**src/rtl/edge_det_pkg.sv**
```systemverilog
// Shared types and helpers for the multi-channel edge detector.
// Edge-mode encoding plus the edge-select and saturating-increment functions.
package edge_det_pkg;

    typedef enum logic [1:0] {
        EDGE_NONE = 2'd0,
        EDGE_RISE = 2'd1,
        EDGE_FALL = 2'd2,
        EDGE_BOTH = 2'd3
    } edge_mode_t;

    function automatic logic edge_select(edge_mode_t mode, logic cur, logic prev);
        logic ev;
        case (mode)
            EDGE_RISE: ev = cur & ~prev;
            EDGE_FALL: ev = ~cur & prev;
            EDGE_BOTH: ev = cur ^ prev;
            default:   ev = 1'b0;
        endcase
        return ev;
    endfunction

    // Counters wider than 32 bits are not supported by this helper.
    function automatic logic [31:0] sat_inc(logic [31:0] value, logic [31:0] max_value);
        return (value >= max_value) ? max_value : value + 32'd1;
    endfunction

endpackage

```
**src/rtl/edge_detector_multi_if.sv**
```systemverilog
// Channel bus of the multi-channel edge detector: raw inputs, mode, clears and results.
// master drives inputs and reads results; slave is the detector side.
interface edge_detector_multi_if #(
    parameter int NUM_CH = 4,
    parameter int CNT_W  = 8
);
    logic [NUM_CH-1:0]       din;
    logic [2*NUM_CH-1:0]     mode;
    logic [NUM_CH-1:0]       status_clr;
    logic [NUM_CH-1:0]       cnt_clr;
    logic [NUM_CH-1:0]       dout;
    logic [NUM_CH-1:0]       status;
    logic [NUM_CH*CNT_W-1:0] cnt;

    modport master (
        output din, mode, status_clr, cnt_clr,
        input  dout, status, cnt
    );

    modport slave (
        input  din, mode, status_clr, cnt_clr,
        output dout, status, cnt
    );
endinterface

```
**src/rtl/edge_det_chan.sv**
```systemverilog
// One edge-detector channel: synchroniser, optional debounce filter, history, pulse/status/count.
// The debounce filter (and the DEB_CYCLES parameter) exists only when EDGE_DEBOUNCE_EN is defined.
module edge_det_chan
    import edge_det_pkg::*;
#(
    parameter int CNT_W       = 8,
    parameter int SYNC_STAGES = 2
`ifdef EDGE_DEBOUNCE_EN
    ,
    parameter int DEB_CYCLES  = 4
`endif
) (
    input  logic             clk,
    input  logic             resetn,
    input  logic             din,
    input  edge_mode_t       mode,
    input  logic             status_clr,
    input  logic             cnt_clr,
    output logic             dout,
    output logic             status,
    output logic [CNT_W-1:0] cnt
);

    localparam logic [31:0] CNT_MAX = 32'((64'd1 << CNT_W) - 64'd1);

    logic s;
    logic f;
    logic hist;
    logic ev;

    if (SYNC_STAGES == 0) begin : g_nosync
        assign s = din;
    end else begin : g_sync
        logic [SYNC_STAGES-1:0] sync_q;

        // NOTE: sequential state uses non-blocking assignments so every flop samples pre-edge values.
        always_ff @(posedge clk) begin
            if (!resetn) begin
                sync_q <= '0;
            end else begin
                sync_q[0] <= din;
                for (int i = 1; i < SYNC_STAGES; i++) begin
                    sync_q[i] <= sync_q[i-1];
                end
            end
        end

        assign s = sync_q[SYNC_STAGES-1];
    end

`ifdef EDGE_DEBOUNCE_EN
    localparam int DEB_W = (DEB_CYCLES > 1) ? $clog2(DEB_CYCLES) : 1;

    logic [DEB_W-1:0] deb_cnt;

    // f follows s only once s has disagreed with it for DEB_CYCLES cycles in a row.
    always_ff @(posedge clk) begin
        if (!resetn) begin
            f       <= 1'b0;
            deb_cnt <= '0;
        end else if (s == f) begin
            deb_cnt <= '0;
        end else if (deb_cnt == DEB_W'(DEB_CYCLES - 1)) begin
            f       <= s;
            deb_cnt <= '0;
        end else begin
            deb_cnt <= deb_cnt + 1'b1;
        end
    end
`else
    assign f = s;
`endif

    // NOTE: ev is assigned on every path of this combinational block, so no latch is inferred.
    always_comb begin
        ev = edge_select(mode, f, hist);
    end

    always_ff @(posedge clk) begin
        if (!resetn) begin
            hist   <= 1'b0;
            dout   <= 1'b0;
            status <= 1'b0;
            cnt    <= '0;
        end else begin
            hist   <= f;
            dout   <= ev;
            status <= ev | (status & ~status_clr);
            if (cnt_clr) begin
                cnt <= ev ? CNT_W'(1) : '0;
            end else if (ev) begin
                cnt <= CNT_W'(sat_inc(32'(cnt), CNT_MAX));
            end
        end
    end

endmodule

```
**src/rtl/edge_detector_multi.sv**
```systemverilog
// Multi-channel, mode-selectable edge detector with sticky status and saturating counts.
// Define EDGE_DEBOUNCE_EN to insert a DEB_CYCLES debounce filter in every channel.
module edge_detector_multi
    import edge_det_pkg::*;
#(
    parameter int NUM_CH      = 4,
    parameter int CNT_W       = 8,
    parameter int SYNC_STAGES = 2
`ifdef EDGE_DEBOUNCE_EN
    ,
    parameter int DEB_CYCLES  = 4
`endif
) (
    input  logic                 clk,
    input  logic                 resetn,
    edge_detector_multi_if.slave bus
);

    for (genvar i = 0; i < NUM_CH; i++) begin : g_ch
        edge_det_chan #(
            .CNT_W       (CNT_W),
            .SYNC_STAGES (SYNC_STAGES)
`ifdef EDGE_DEBOUNCE_EN
            ,
            .DEB_CYCLES  (DEB_CYCLES)
`endif
        ) u_chan (
            .clk        (clk),
            .resetn     (resetn),
            .din        (bus.din[i]),
            .mode       (edge_mode_t'(bus.mode[2*i +: 2])),
            .status_clr (bus.status_clr[i]),
            .cnt_clr    (bus.cnt_clr[i]),
            .dout       (bus.dout[i]),
            .status     (bus.status[i]),
            .cnt        (bus.cnt[CNT_W*i +: CNT_W])
        );
    end

endmodule

```
**src/flat_wrapper.sv**
```systemverilog
// flat-port wrapper written by rule: the top's interface ports become plain ports
module edge_detector_multi_flat import edge_det_pkg::*;
#(
    parameter int NUM_CH      = 4,
    parameter int CNT_W       = 8,
    parameter int SYNC_STAGES = 2

)
  (clk, resetn, bus_din, bus_mode, bus_status_clr, bus_cnt_clr, bus_dout, bus_status, bus_cnt);
  edge_detector_multi_if #(.NUM_CH(NUM_CH), .CNT_W(CNT_W)) bus_i ();
  input  logic clk;
  input  logic resetn;
  input wire logic [$bits(bus_i.din)-1:0] bus_din;
  input wire logic [$bits(bus_i.mode)-1:0] bus_mode;
  input wire logic [$bits(bus_i.status_clr)-1:0] bus_status_clr;
  input wire logic [$bits(bus_i.cnt_clr)-1:0] bus_cnt_clr;
  output wire logic [$bits(bus_i.dout)-1:0] bus_dout;
  output wire logic [$bits(bus_i.status)-1:0] bus_status;
  output wire logic [$bits(bus_i.cnt)-1:0] bus_cnt;
  assign bus_i.din = bus_din;
  assign bus_i.mode = bus_mode;
  assign bus_i.status_clr = bus_status_clr;
  assign bus_i.cnt_clr = bus_cnt_clr;
  assign bus_dout = bus_i.dout;
  assign bus_status = bus_i.status;
  assign bus_cnt = bus_i.cnt;
  edge_detector_multi #(.NUM_CH(NUM_CH), .CNT_W(CNT_W), .SYNC_STAGES(SYNC_STAGES)) u_core (.clk(clk), .resetn(resetn), .bus(bus_i));
endmodule
```
**config.mk**
```make
export PLATFORM = sky130hd
export DESIGN_NAME = edge_detector_multi_flat
export DESIGN_NICKNAME = d
export VERILOG_FILES = /design/src/rtl/edge_det_pkg.sv /design/src/rtl/edge_detector_multi_if.sv /design/src/rtl/edge_det_chan.sv /design/src/rtl/edge_detector_multi.sv /design/src/flat_wrapper.sv
export SDC_FILE = /design/constraint.sdc
export NUM_CORES = 1
export LEC_CHECK = 0
export ABC_AREA = 1
export CAP_MARGIN = 20
export CELL_PAD_IN_SITES_DETAIL_PLACEMENT = 1
export CELL_PAD_IN_SITES_GLOBAL_PLACEMENT = 2
export CORE_ASPECT_RATIO = 1.5
export CORE_UTILIZATION = 29
export CTS_CLUSTER_SIZE = 40
export DETAILED_ROUTE_END_ITERATION = 6
export HOLD_SLACK_MARGIN = 0.05
export MAX_ROUTING_LAYER = met4
export PLACE_DENSITY_LB_ADDON = 0.1
export SYNTH_ARGS = -nofsm -noshare
export SYNTH_HDL_FRONTEND = slang
export SYNTH_SLANG_ARGS = --single-unit
```
**constraint.sdc**
```tcl
create_clock -name clk -period 3.85 [get_ports clk]
set_clock_uncertainty 0.2 [all_clocks]
set_input_delay 0.9625 -clock clk [delete_from_list [all_inputs] [get_ports clk]]
set_output_delay 0.9625 -clock clk [all_outputs]
set_load 0.01 [all_outputs]
```
==> impl_metrics.json, run 1 <==
{
  "initial_core_util_pct": 29.9,
  "grt_max_degree": 21,
  "num_io_pins": 62,
  "antenna_found_initial": 0,
  "worst_pin_slew_ps": 499,
  "critPathMaxFanout": 7,
  "chipHeight_um": 125,
  "drive_gt1_share_pct": 6.10,
  "slew_violations": 0,
  "p_total_mw": 1.12,
  "num_vias": 2905,
  "globalplace.congestion": 0.740,
  "gr-usage-all-layers_pct": 15.4,
  "reg2reg_depth": 9,
  "area_growth_pct": 28.6,
  "routed_wl_mm": 7.32,
  "p_leak_nw": 1.58,
  "crit_required_ps": 2690,
  "postRouteAntennaNets": 0,
  "postCtsSetupBuffers": 0,
  "maxSlewHeadroom_pct": 66.7,
  "max_stage_delay_ps": 600,
  "critPathLaunchType": "flop",
  "grt_pass1_vias": 2930,
  "finalCriticalPeriod_ps": 2540,
  "fin_crit_sh_pct": 65.9,
  "use_met1_pct": 17.1,
  "path_buf_inv": 1,
  "cp_num_cells": 1,
  "finalSetupTns_ps": 0,
  "crit_type": "reg2out",
  "rsz0062_at_grt": "false",
  "root_buffer": "clkbuf_16",
  "busiest_layer": "met2",
  "cts_sinks": 52,
  "power_density_nw_per_um2": 298,
  "dieArea_sq_um": 10500,
  "dp_hpwl_mm": 5.70,
  "synth_cells": 450,
  "coreArea_sq_um": 9740,
  "ys_seq_elements": 52,
  "grtUsageMet2_pct": 28.5,
  "status": "finished, violations left",
  "hold_viol": 0,
  "fillers": 1255,
  "yosysSeqAreaShare_pct": 35.7,
  "synth_area_sq_um": 2920,
  "drc": 14,
  "fmax_mhz": 394,
  "cts_made_buffers": 5,
  "synth_area_leader_cell": "dfxtp_1",
  "grt_util_met3_pct": 2.19,
  "insertion_delay_ps": 290,
  "die_w_um": 83.9,
  "grt_overflow": 0,
  "first_iter_violations": 65,
  "nets": 541,
  "post_drt_wl_per_cell_um": 11.7,
  "synth.avg_cell_area_sq_um": 6.48,
  "dr.pass1.iters": 6,
  "port_buffers": 61,
  "ys_types": 19,
  "end_kind": "primary output",
  "clk_pin_slew_ps": 70,
  "viasPerCell": 4.66,
  "htree_levels": 2,
  "worst_path_max_delay_cell": "clkdlybuf4s50_1",
  "hold_depth": 2,
  "ir_worst_vdd_mv": 0.153,
  "cts_resized": 0,
  "cts_tree": "built",
  "cp_top_family": "buffers and inverters",
  "cts-hold-fix-buffers": 0,
  "n_antenna_cell": 0,
  "synth_top_area_share_pct": 35.7,
  "row_count": 44,
  "syn-num-nets": 484,
  "setup_viol": 0,
  "hp-class": "reg2reg",
  "grt_pass1_wl_mm": 13.0,
  "synth.area.top_cells": "dfxtp_1, nand2_1, inv_1",
  "clockBufferDepth": 2,
  "failed_checks": "design-rule violations",
  "worstPathArrival_ps": 1370,
  "path_cells": "clkdlybuf4s50_1",
  "yosysWarnings": 0,
  "rrSetupSlack_ps": 2190,
  "maxCapViolations": 0
}
==> path summary, 6_finish.rpt <==
| kind | from | to |
|---|---|---|
| hold / removal | u_core.g_ch[3].u_chan.g_sync.sync_q[0] | u_core.g_ch[3].u_chan.g_sync.sync_q[1] |
| setup reg to reg | u_core.g_ch[0].u_chan.hist | u_core.g_ch[0].u_chan.cnt[5] |
| hold reg to reg | u_core.g_ch[3].u_chan.g_sync.sync_q[0] | u_core.g_ch[3].u_chan.g_sync.sync_q[1] |
| setup / recovery | u_core.g_ch[2].u_chan.cnt[7] | bus_cnt[23] |
==> metrics by stage <==
step | util (%) | cell area [sq um] | hold slack, ps | instances | worst slack [ps]
after floorplan | - | 2920 | 190 | 450 | 2060
after global placement | 37.0 | 3600 | 205 | 615 | 1230
after detailed placement | 37.0 | 3600 | 203 | 615 | 1170
after CTS | 38.5 | 3750 | 221 | 623 | 1310
after global routing | 38.5 | 3750 | 234 | 623 | 1250
final | 38.5 | 3750 | 215 | 623 | 1310
==> Yosys cell counts <==
| cell type | number |
|---|---|
| nand2_2 | 4 |
| inv_1 | 63 |
| ha_1 | 12 |
| nand3_2 | 5 |
| a21oi_1 | 35 |
| nor3_1 | 5 |
| buf_4 | 8 |
| or2_1 | 3 |
| inv_2 | 4 |
| buf_2 | 3 |
| clkbuf_1 | 2 |
| nor2_1 | 36 |
| o21ai_0 | 12 |
| nand2_1 | 147 |
| o21ai_1 | 1 |
| nor2_4 | 8 |
| nand3_1 | 47 |
| dfxtp_1 | 52 |
| or2_0 | 3 |
==> cells in the final DEF (no fill, tap or decap) <==
cell type          n
o21ai_0           12
ha_1              12
or2_1              3
nand3_1           47
buf_4              2
nor2_1            36
dfxtp_1           52
nand3_2            5
nor2_4             8
nand2_2            4
o21ai_1            1
clkinvlp_4         1
nand2_1          147
nor3_1             5
inv_2              4
inv_1             63
clkinv_2           1
inv_6              1
or2_0              3
clkbuf_16          5
a21oi_1           35
clkdlybuf4s50_1   61
==> cell type report <==
type | instances | area [sq um] | share of cell area (%)
clock buffers | 5 | 125 | 3.34
clock inverters | 3 | 21.3 | 0.567
inverters | 67 | 251 | 6.71
multi-input cells | 318 | 1540 | 41.1
flip-flops and latches | 52 | 1040 | 27.8
well taps | 115 | 144 | 3.84
repair buffers | 63 | 626 | 16.7
==> where the power goes <==
part	total, mW	switching (mW)	internal [mW]
logic	0.112	0.0608	0.0509
clock network	0.450	0.207	0.242
registers	0.557	0.00740	0.550
==> metal layers <==
layer / wire length [um] / part of all wire [%] / vias to the layer above
met5: 0 / 0 / -
met2: 3890 / 53 / 41
met4: 89 / 1.2 / 0
li1: - / - / 1513
met1: 3150 / 43 / 1344
met3: 182 / 2.5 / 7
==> logic make-up (layout without fill, tap and decap cells) <==
kind of cell             Yosys count  in the layout  synth area share (%)
adder cells (fa/ha/maj)           12             12                  5.15
flip-flops                        52             52                  35.7
buffers and inverters             80            138                  11.5
AO/OA/AOI/OAI                     48             48                  8.24
AND/OR/NAND/NOR                  258            258                  39.4
==> registers in the layout, indices dropped and copies added (netlist names) <==
| name | flops |
|---|---|
| u_core.g_ch.u_chan.dout | 4 |
| u_core.g_ch.u_chan.g_sync.sync_q | 8 |
| u_core.g_ch.u_chan.hist | 4 |
| u_core.g_ch.u_chan.status | 4 |
| u_core.g_ch.u_chan.cnt | 32 |
Note: power is estimated with default switching activity, not from simulation.
==> run 2: changes to the inputs <==
--- a/config.mk
+++ b/config.mk
@@ -10,7 +10,7 @@
 export CELL_PAD_IN_SITES_DETAIL_PLACEMENT = 1
 export CELL_PAD_IN_SITES_GLOBAL_PLACEMENT = 2
 export CORE_ASPECT_RATIO = 1.5
-export CORE_UTILIZATION = 29
+export CORE_UTILIZATION = 24
 export CTS_CLUSTER_SIZE = 40
 export DETAILED_ROUTE_END_ITERATION = 6
 export HOLD_SLACK_MARGIN = 0.05
==> constraint.sdc (replaced) <==
create_clock -name clk -period 2.15 [get_ports clk]
set_clock_uncertainty 0.2 [all_clocks]
set_input_delay 0.5375 -clock clk [delete_from_list [all_inputs] [get_ports clk]]
set_output_delay 0.5375 -clock clk [all_outputs]
set_load 0.01 [all_outputs]
==> run 2 against run 1 <==
Compared with the run above: setup slack got worse by 1200 ps; sequential cell count did not move; utilization fell by 4.7 points; largest cell class unchanged; worst hold slack improved by 5.5 ps; the flow now finishes without violations; via count fell by 1.0%; die area rose by 20%; count of clock-buffer cells in the layout rose by 2; combinational power rose by 88%.
==> impl_metrics.json, run 2 (synthesis gave the netlist of run 1 again) <==
{
  "hold_end": "u_core.g_ch[2].u_chan.g_sync.sync_q[1]",
  "reg_top3": "u_core.g_ch.u_chan.cnt (32), u_core.g_ch.u_chan.g_sync.sync_q (8)",
  "setup_viol": 0,
  "dr.pass1.iters": 4,
  "n_antenna_cell": 0,
  "worst_path_max_delay_cell": "clkdlybuf4s50_1",
  "viasPerCell": 4.30,
  "cts_made_buffers": 5,
  "chipHeight_um": 137,
  "layout_commonest_cell": "nand2_1",
  "grt_max_degree": 21,
  "worstHoldStart": "u_core.g_ch[2].u_chan.g_sync.sync_q[0]",
  "rr_startpoint": "u_core.g_ch[1].u_chan.hist",
  "end_kind": "primary output",
  "num_vias": 2875,
  "p_leak_nw": 1.66,
  "grt_pass1_wl_mm": 13.4,
  "placed_area_sq_um": 3750,
  "cts_resized": 0,
  "first_iter_violations": 50,
  "regMostFlops": "u_core.g_ch.u_chan.cnt",
  "fin_crit_sh_pct": 95.4,
  "path_cells": "clkdlybuf4s50_1",
  "crit_type": "reg2out",
  "initial_core_util_pct": 25.0,
  "row_count": 48,
  "grt_pass1_vias": 2887,
  "drive_gt1_share_pct": 7.92,
  "clockBufferDepth": 2,
  "grt_overflow": 0,
  "num_io_pins": 62,
  "cts_sinks": 52,
  "critPathMaxFanout": 7,
  "largest_register_ffs": 32,
  "worst_pin_slew_ps": 371,
  "critPathLaunchType": "flop",
  "fmax_mhz": 488,
  "hold_viol": 0,
  "insertion_delay_ps": 290,
  "regArea_sq_um": 1040,
  "nets": 551,
  "postCtsSetupBuffers": 0,
  "status": "completed",
  "hp-class": "reg2reg",
  "multi_input_area_sq_um": 1540,
  "die_w_um": 92.0,
  "area_growth_pct": 34.8,
  "worstPathArrival_ps": 1310,
  "routed_wl_mm": 7.84,
  "clk_pin_slew_ps": 70,
  "stdcell_area_sq_um": 3930,
  "maxSlewHeadroom_pct": 75.1,
  "dieArea_sq_um": 12600,
  "postRouteAntennaNets": 0,
  "drc": 0,
  "cp_top_family": "buffers and inverters",
  "dp_hpwl_mm": 6.06,
  "globalplace.congestion": 0.698,
  "antenna_found_initial": 0,
  "power_density_nw_per_um2": 561,
  "max_stage_delay_ps": 580,
  "path_buf_inv": 1,
  "finalSetupTns_ps": 0,
  "worstReg2RegEnd": "u_core.g_ch[1].u_chan.cnt[7]",
  "cts_tree": "built",
  "fillers": 1494,
  "htree_levels": 2,
  "port_buffers": 61,
  "post_drt_wl_per_cell_um": 11.7,
  "root_buffer": "clkbuf_16",
  "slew_violations": 0,
  "rsz0062_at_grt": "false",
  "coreArea_sq_um": 11700,
  "cts-hold-fix-buffers": 0,
  "final_cell_mix": "nand2_1, inv_1, clkdlybuf4s50_1",
  "finalCriticalPeriod_ps": 2050,
  "reg2reg_depth": 9,
  "maxCapViolations": 0,
  "hold_depth": 2,
  "rrSetupSlack_ps": 480,
  "ir_worst_vdd_mv": 0.418,
  "gr-usage-all-layers_pct": 13.7,
  "crit_required_ps": 1410
}
run 2: cell count changes in the layout (fill, tap and decap cells not counted):
cell        previous run  this run
buf_12                 0         2
buf_4                  2        10
bufinv_16              0         1
clkbuf_8               0         2
clkinv_2               1         0
clkinvlp_4             1         0
inv_6                  1         0
run 2: through the flow:
stage	total power, mW	worst slack, ps	util [%]	hold WS, ps	cells
after global routing	2.31	14.3	33.7	254	668
after CTS	2.27	63.4	33.7	226	668
after floorplan	1.13	701	-	190	450
after global placement	1.23	62.8	32.2	203	660
after detailed placement	1.23	30.9	32.2	205	660
final	2.20	98.9	33.7	221	668
run 2: report_power, final:
part           leakage (nW)  internal [mW]  switching (mW)
registers             0.423          0.984          0.0121
clock network        0.0901          0.614           0.384
logic                  1.15         0.0982           0.112
total                  1.66           1.70           0.508
run 2: tightest hold or removal path: stages, from the launching register on:
cell	delay [ps]
dfxtp_1	310
nand2_1	50
inv_1	40
run 2: area by class of cell:
cell class                      count  share of cell area [%]
Tap cell                          150                    4.78
Inverter                           67                    6.40
Timing Repair Buffer               73                    18.5
Clock buffer                        7                    3.89
Clock inverter                      1                   0.764
Sequential cell                    52                    26.5
Multi-Input combinational cell    318                    39.2
run 2: worst max path at each step:
stage / start / to / slack, ps / cells after the start
2_1_floorplan: u_core.g_ch[2].u_chan.hist / u_core.g_ch[2].u_chan.cnt[5] / 700 / 9
3_3_place_gp: bus_mode[2] / u_core.g_ch[1].u_chan.cnt[7] / 60 / 7
3_5_place_dp: bus_mode[6] / u_core.g_ch[3].u_chan.cnt[4] / 30 / 7
4_1_cts: u_core.g_ch[2].u_chan.cnt[2] / bus_cnt[18] / 60 / 1
5_1_grt: u_core.g_ch[2].u_chan.cnt[2] / bus_cnt[18] / 10 / 1
6_report: u_core.g_ch[0].u_chan.cnt[2] / bus_cnt[2] / 100 / 1
run 2: per-layer routing:
metal,up-vias,GRT usage [%],wire [um]
li1,1528,-,-
met1,1293,15.7,3400
met2,43,24.2,4060
met3,11,2.39,249
met4,0,4.43,125
met5,-,-,0
